**config.mk**
```make
export PLATFORM = sky130hd
export DESIGN_NAME = ctrl_pipe
export DESIGN_NICKNAME = d
export VERILOG_FILES = /design/src/rtl/ctrl_pipe_pkg.sv /design/src/rtl/ctrl_stage.sv /design/src/rtl/ctrl_pipe.sv
export SDC_FILE = /design/constraint.sdc
export NUM_CORES = 1
export LEC_CHECK = 0
export ABC_AREA = 0
export BUFFER_PORTS_ARGS = -buffer_cell sky130_fd_sc_hd__buf_2
export CORE_UTILIZATION = 45
export DETAILED_ROUTE_END_ITERATION = 12
export PLACE_DENSITY = 0.73
export SYNTH_ARGS = -nofsm -noshare
export SYNTH_HDL_FRONTEND = slang
export SYNTH_HIERARCHICAL = 1
export SYNTH_SLANG_ARGS = --single-unit
```
**constraint.sdc**
```tcl
create_clock -name clk -period 1.35 [get_ports clk]
set_input_delay 0.27 -clock clk [delete_from_list [all_inputs] [get_ports clk]]
set_output_delay 0.27 -clock clk [all_outputs]
set_load 0.01 [all_outputs]
```
**src/rtl/ctrl_pipe_pkg.sv**
```systemverilog
// -----------------------------------------------------------------------------
// ctrl_pipe_pkg
// Shared definitions for the control-word pipeline: the NZCV flag type, the
// flag count and the bit position of each flag inside a flags_t.
// -----------------------------------------------------------------------------
package ctrl_pipe_pkg;

    localparam int NFLAGS = 4;

    typedef logic [NFLAGS-1:0] flags_t;

    localparam int FLAG_N = 3;
    localparam int FLAG_Z = 2;
    localparam int FLAG_C = 1;
    localparam int FLAG_V = 0;

    localparam flags_t FLAGS_CLEAR = 4'b0000;

endpackage : ctrl_pipe_pkg

```
**src/rtl/ctrl_stage.sv**
```systemverilog
// -----------------------------------------------------------------------------
// ctrl_stage
// One pipeline slot: a WIDTH-bit control word plus its valid bit.
//   clk      : rising-edge clock
//   rst_n    : asynchronous active-low reset (clears word and valid)
//   en       : advance enable; when low the slot holds its contents
//   clr      : synchronous clear, wins over en (used for flush)
//   in_valid : valid bit arriving from the previous slot / pipe input
//   in_cntrl : control word arriving from the previous slot / pipe input
//   valid    : registered valid bit
//   cntrl    : registered control word (all zero whenever valid is zero)
// -----------------------------------------------------------------------------
module ctrl_stage #(
    parameter int WIDTH = 20
) (
    input  logic             clk,
    input  logic             rst_n,
    input  logic             en,
    input  logic             clr,
    input  logic             in_valid,
    input  logic [WIDTH-1:0] in_cntrl,
    output logic             valid,
    output logic [WIDTH-1:0] cntrl
);

    // Slot register: reset/clear to zero, capture on enable, otherwise hold.
    // A bubble entering the slot is stored as an all-zero word.
    always_ff @(posedge clk or negedge rst_n) begin
        if (!rst_n) begin
            valid <= 1'b0;
            cntrl <= {WIDTH{1'b0}};
        end else if (clr) begin
            valid <= 1'b0;
            cntrl <= {WIDTH{1'b0}};
        end else if (en) begin
            valid <= in_valid;
            cntrl <= in_valid ? in_cntrl : {WIDTH{1'b0}};
        end else begin
            valid <= valid;
            cntrl <= cntrl;
        end
    end

endmodule : ctrl_stage

```
**src/rtl/ctrl_pipe.sv**
```systemverilog
// -----------------------------------------------------------------------------
// ctrl_pipe
// Decoded control words travel down DEPTH slots alongside the datapath. The
// word in stage 0 may request an NZCV flag update from the execute stage.
//
// Parameters
//   WIDTH       : control word width
//   DEPTH       : number of stages (1..8)
//   FLAG_EN_BIT : bit of the stage-0 word that enables the flag write
// Ports
//   clk         : rising-edge clock
//   reset       : asynchronous active-low reset
//   in_valid    : new control word presented
//   in_cntrl    : control word entering stage 0
//   stall       : freeze all stages and flags
//   flush       : clear all stages (wins over stall)
//   alu_flags   : NZCV from execute
//   stage_cntrl : per-stage word, stage k at [k*WIDTH +: WIDTH]
//   stage_valid : per-stage valid
//   occupancy   : number of valid stages
//   flags       : registered NZCV
//   flags_fwd   : flags seen by a same-cycle consumer
//
// Build option: define CTRL_PIPE_FWD_EN to bypass alu_flags onto flags_fwd
// during a cycle that writes the flag register.
// -----------------------------------------------------------------------------
module ctrl_pipe
    import ctrl_pipe_pkg::*;
#(
    parameter int WIDTH       = 20,
    parameter int DEPTH       = 3,
    parameter int FLAG_EN_BIT = 15
) (
    input  logic                       clk,
    input  logic                       reset,
    input  logic                       in_valid,
    input  logic [WIDTH-1:0]           in_cntrl,
    input  logic                       stall,
    input  logic                       flush,
    input  flags_t                     alu_flags,
    output logic [DEPTH*WIDTH-1:0]     stage_cntrl,
    output logic [DEPTH-1:0]           stage_valid,
    output logic [$clog2(DEPTH+1)-1:0] occupancy,
    output flags_t                     flags,
    output flags_t                     flags_fwd
);

    localparam int OCC_W = $clog2(DEPTH+1);

    logic advance_s;
    logic flag_wr_s;
    logic [OCC_W-1:0] occ_s;

    assign advance_s = ~stall;

    // Slot chain: stage 0 fed from the pipe input, stage k from stage k-1.
    // The last stage simply drops out, so the pipe never backpressures.
    for (genvar k = 0; k < DEPTH; k++) begin : g_stage
        logic             vin_s;
        logic [WIDTH-1:0] cin_s;

        if (k == 0) begin : g_head
            assign vin_s = in_valid;
            assign cin_s = in_cntrl;
        end else begin : g_tail
            assign vin_s = stage_valid[k-1];
            assign cin_s = stage_cntrl[(k-1)*WIDTH +: WIDTH];
        end

        ctrl_stage #(
            .WIDTH(WIDTH)
        ) u_stage (
            .clk      (clk),
            .rst_n    (reset),
            .en       (advance_s),
            .clr      (flush),
            .in_valid (vin_s),
            .in_cntrl (cin_s),
            .valid    (stage_valid[k]),
            .cntrl    (stage_cntrl[k*WIDTH +: WIDTH])
        );
    end

    // A held or killed stage-0 word must not commit its flag update.
    assign flag_wr_s = stage_valid[0] & stage_cntrl[FLAG_EN_BIT] & ~stall & ~flush;

    // NZCV flag register.
    always_ff @(posedge clk or negedge reset) begin
        if (!reset) begin
            flags <= FLAGS_CLEAR;
        end else if (flag_wr_s) begin
            flags <= alu_flags;
        end else begin
            flags <= flags;
        end
    end

    // Population count of the valid bits.
    always_comb begin
        occ_s = {OCC_W{1'b0}};
        for (int i = 0; i < DEPTH; i++) begin
            occ_s = occ_s + OCC_W'(stage_valid[i]);
        end
    end

    assign occupancy = occ_s;

`ifdef CTRL_PIPE_FWD_EN
    // Bypass: a consumer in the writing cycle sees the value being written.
    always_comb begin
        flags_fwd = flags;
        if (flag_wr_s) begin
            flags_fwd = alu_flags;
        end else begin
            flags_fwd = flags;
        end
    end
`else
    assign flags_fwd = flags;
`endif

endmodule : ctrl_pipe

```
Yosys cells after proc, flatten, opt, wreduce, memory -nomap -nowiden
Index checks and enable logic that the tools add are counted.
Widths: inputs -> output; s select.
- add/sub/neg operators: 2
- eq/ne operators: 1
- muxes and demuxes: 15
- bitwise operators: 5
- operator list (operator ; count):
    $mux 20 ; 9
    $mux 1 ; 6
    $and 1x1->1 ; 3
    $add 1x1->2 ; 1
    $add 2x1->2 ; 1
    $ne 2x1->1 const B ; 1
    $not 1->1 ; 2
- register bits: 67
- bits of input ports: 29
- word-level logic and storage cells: 30

Logic depth before layout (Yosys ltp)
- depth after elaboration: 3
- gate-level depth with buffers: 5

Cells and area by module
The synthesis kept the hierarchy.
- modules (own cells, without submodules) (module ; times used ; cells each ; area each (µm²) ; seq. area each (µm²)):
    ctrl_stage ; 3 ; 53 ; 835.8 ; 525.5
    ctrl_pipe ; 1 ; 17 ; 230.2 ; 100.1

Worst setup path before layout
Ideal clock, no wire load.
- path kind: register -> output
- start: reg g_stage[2].u_stage.valid
- end: out occupancy[0]
- arrival: 1011 ps
- data required time: 1080 ps
- path slack: 69 ps
- stages on the path, launching flop included: 2
- cell sequence: dfrtp_1 fa_1
- cells in the longest elaborated chain, start to end: 1
- ends and longest elaborated chain (element ; line ; source):
    start, declared ; ctrl_stage.sv:22 ; output logic valid,
    start signal, assigned ; ctrl_stage.sv:36 ; valid <= in_valid;
    start signal, assigned ; ctrl_stage.sv:39 ; valid <= valid;
    $add 2x1->2 ; ctrl_pipe.sv:102 ; occ_s = occ_s + OCC_W'(stage_valid[i]);
    end, declared ; ctrl_pipe.sv:43 ; output logic [$clog2(DEPTH+1)-1:0] occupancy,
Every way passes these cells.

Final worst setup path
Ends and elaborated chain as after synthesis.

==> summary.txt <==
Floorplanning
  – Area of the core: 0.00589 sq mm
  – Die Y: 80.0 microns
  – Boundary pin count: 102
  – Die W: 80.0 microns
  – Initial core utilization: 46.5%
  – Die ar.: 0.00640 sq mm
  – Row count: 28

Global routing
  – First-pass GRT wire length: 9.83 mm
  – GRT Total Usage: 20.6%
  – Initial antenna violation count: 0
  – Largest net degree at the start of global routing: 68
  – Vias in the first global route: 1873
  – Grt ovf: 0

Power
  – Psw: 0.000944 W
  – Switching Share: 22.7%
  – Static Leakage: 2.18 nW
  – Int Power: 0.00321 W
  – Total power: 0.00416 W
  – Sequential Power Share: 50.0%
  – IR Drop Worst-Case VDD: 0.564 mV
  – Power density cells: 1170 mW/mm^2
  – Gate power share: 8.9%
  – Clk pwr share: 41.1%

Timing
  – Final Hold Slack: 0.172 ns
  – FMAX: 609 MHz
  – Hold Vio Cnt, Final: 0
  – Final Slew Violations: 0
  – Final setup viols: 2
  – Setup TNS: -0.487 ns
  – Worst slew pin tran: 0.889 ns
  – RSZ-0062 raised after global routing: yes
  – Clk_skew: 0.00739 ns
  – Period utilization: 122%
  – Worst setup margin: -0.292 ns
  – Min Tclk post-route: 1.64 ns
  – Slew margin rel.: 40.5%

Clocking
  – Clock Sinks: 67
  – CTS Root Cell: clkbuf_8
  – Clk pin slew, worst setup/hold paths: 0.07 ns
  – Inserted Clock Buffers: 9
  – CTS tree: done
  – Clk buf depth: 2
  – Clk Latency, worst-skew pair: 0.32 ns
  – H-tree level count: 3

Drt
  – WL met2: 3.22 mm
  – Routed length per placed instance: 17.7 microns
  – DRC viols: 0
  – Vias per cell: 5.55
  – First-iteration detailed-routing DRC count: 106
  – Post-Route WL: 6.35 mm
  – First drt pass iteration count: 4
  – DR top layer: met4
  – Antenna viol nets, final: 0
  – Vias: 1991
  – Met1 Routed Length: 2.82 mm
  – Met3 WL: 226 microns

Logic synthesis
  – Seq cells post-synth: 67
  – Syn nets: 206
  – Mapped Cells: 176
  – Total number of yosys warnings: 6
  – Post-synth cell types: 17
  – Sequential share of the synthesized area: 61.2%
  – Mapped Area: 0.00274 sq mm
  – Syn Area/Cell: 15.6 sq um

Run status
  – Status: finished, violations left
  – Failing checks: setup timing

Finish
  – Final core occ: 60.2%
  – Most frequent cells in the layout: buf_2 (100), dfrtp_1 (66), a32o_2 (57), clkbuf_8 (12), buf_4 (9)
  – Area Overhead vs Synth: 29.5%
  – Post-Layout Inst Area: 0.00355 sq mm
  – Share of layout cells above drive strength 1: 69.7%
  – Number of diodes: 0
  – Fin nets: 309
  – Commonest non-fill, non-tap cell in the layout: buf_2

Run
  – Maximum Capacitance Violations: 0

Worst setup path
  – Crit Path Class: flop to primary output
  – Crit start category: flop
  – Crit Path Max Fanout: 2
  – Worst path required time: 1.08 ns
  – Critical path capture point type: primary output
  – Crit path arrival time: 1.37 ns

Worst hold path
  – Worst hold path type: primary input to flop

Placed design
  – GP Congestion: 0.722
  – Placed Area: 0.00330 sq mm
  – Number of port buffers: 101
  – DP HPWL: 4.17 mm
-- critical path, stage by stage (launching register included) --
cell and delay [ns]:
dfrtp_1 0.40, fa_1 0.53, buf_2 0.12
-- flip-flops by register name, indices dropped and copies added (netlist names) --
register / cells
g_stage.u_stage/cntrl: 60
flags: 4
g_stage.u_stage/valid: 3
-- kinds of logic after synthesis --
logic type | count (synthesis) | synth area share, %
AO/OA/AOI/OAI | 60 | 24.0
adder cells (fa/ha/maj) | 1 | 0.731
flip-flops | 67 | 61.2
multiplexers | 7 | 2.74
buffers and inverters | 25 | 6.86
AND/OR/NAND/NOR | 16 | 4.43
-- power groups by stage --
stage          combinational (W)  sequential, W  clock (W)
2_1_floorplan           0.000171        0.00213          0
3_3_place_gp            0.000362        0.00211          0
3_5_place_dp            0.000365        0.00212          0
4_1_cts                 0.000375        0.00208    0.00174
5_1_grt                 0.000406        0.00208    0.00184
6_report                0.000371        0.00208    0.00171
-- through the flow --
| stage | instances | worst slack, ns |
|---|---|---|
| 2_1_floorplan | 176 | 0.0689 |
| 3_3_place_gp | 341 | -0.212 |
| 3_5_place_dp | 341 | -0.219 |
| 4_1_cts | 360 | -0.313 |
| 5_1_grt | 359 | -0.362 |
| 6_report | 359 | -0.292 |
-- Yosys cell counts, drive strengths merged --
| cell type | count | area, sq um |
|---|---|---|
| nand2b | 3 | 18.8 |
| buf | 24 | 184 |
| a32o | 57 | 642 |
| nor2b | 3 | 26.3 |
| mux2i | 3 | 30.0 |
| nand3 | 3 | 15.0 |
| mux2 | 4 | 45.0 |
| inv | 1 | 3.75 |
| a21oi | 3 | 15.0 |
| dfrtp | 67 | 1680 |
| nor2 | 6 | 45.0 |
| fa | 1 | 20.0 |
| and4bb | 1 | 16.3 |
-- final timing paths --
check,slack [ns],from,depth (start not counted),end
max,-0.29,g_stage[2].u_stage/valid$_DFFE_PN0P_,2,occupancy[0]
min,0.17,alu_flags[3],2,flags[3]$_DFFE_PN0P_
min in group asynchronous,0.50,reset,3,g_stage[1].u_stage/cntrl[9]$_DFFE_PN0P_
max reg2reg,0.06,g_stage[0].u_stage/valid$_DFFE_PN0P_,3,g_stage[1].u_stage/cntrl[16]$_DFFE_PN0P_
max in group asynchronous,0.55,reset,3,g_stage[1].u_stage/valid$_DFFE_PN0P_
min reg2reg,0.49,g_stage[2].u_stage/cntrl[0]$_DFFE_PN0P_,1,g_stage[2].u_stage/cntrl[0]$_DFFE_PN0P_
-- area by class of cell --
class	count	area, sq um
clock buffer	15	176
clock inverter	1	30.0
fill	473	2340
inverter	1	3.75
multi-input combinational	84	883
sequential	67	1680
tap	75	93.8
timing repair buffer	116	681
-- metal layers --
| layer | global-route usage [%] | up-vias |
|---|---|---|
| li1 | - | 908 |
| met1 | 28.3 | 1022 |
| met2 | 32.6 | 53 |
| met3 | 2.86 | 8 |
| met4 | 8.57 | 0 |
| met5 | 0 | - |
-- repair_timing --
action,CTS,global route
gates resized for setup,2,3
hold endpoints to repair,67,0
buffers inserted,2,1
hold buffers,1,0
setup endpoints to repair,40,9
pin swaps,0,1
(Power assumes the default switching activity.)
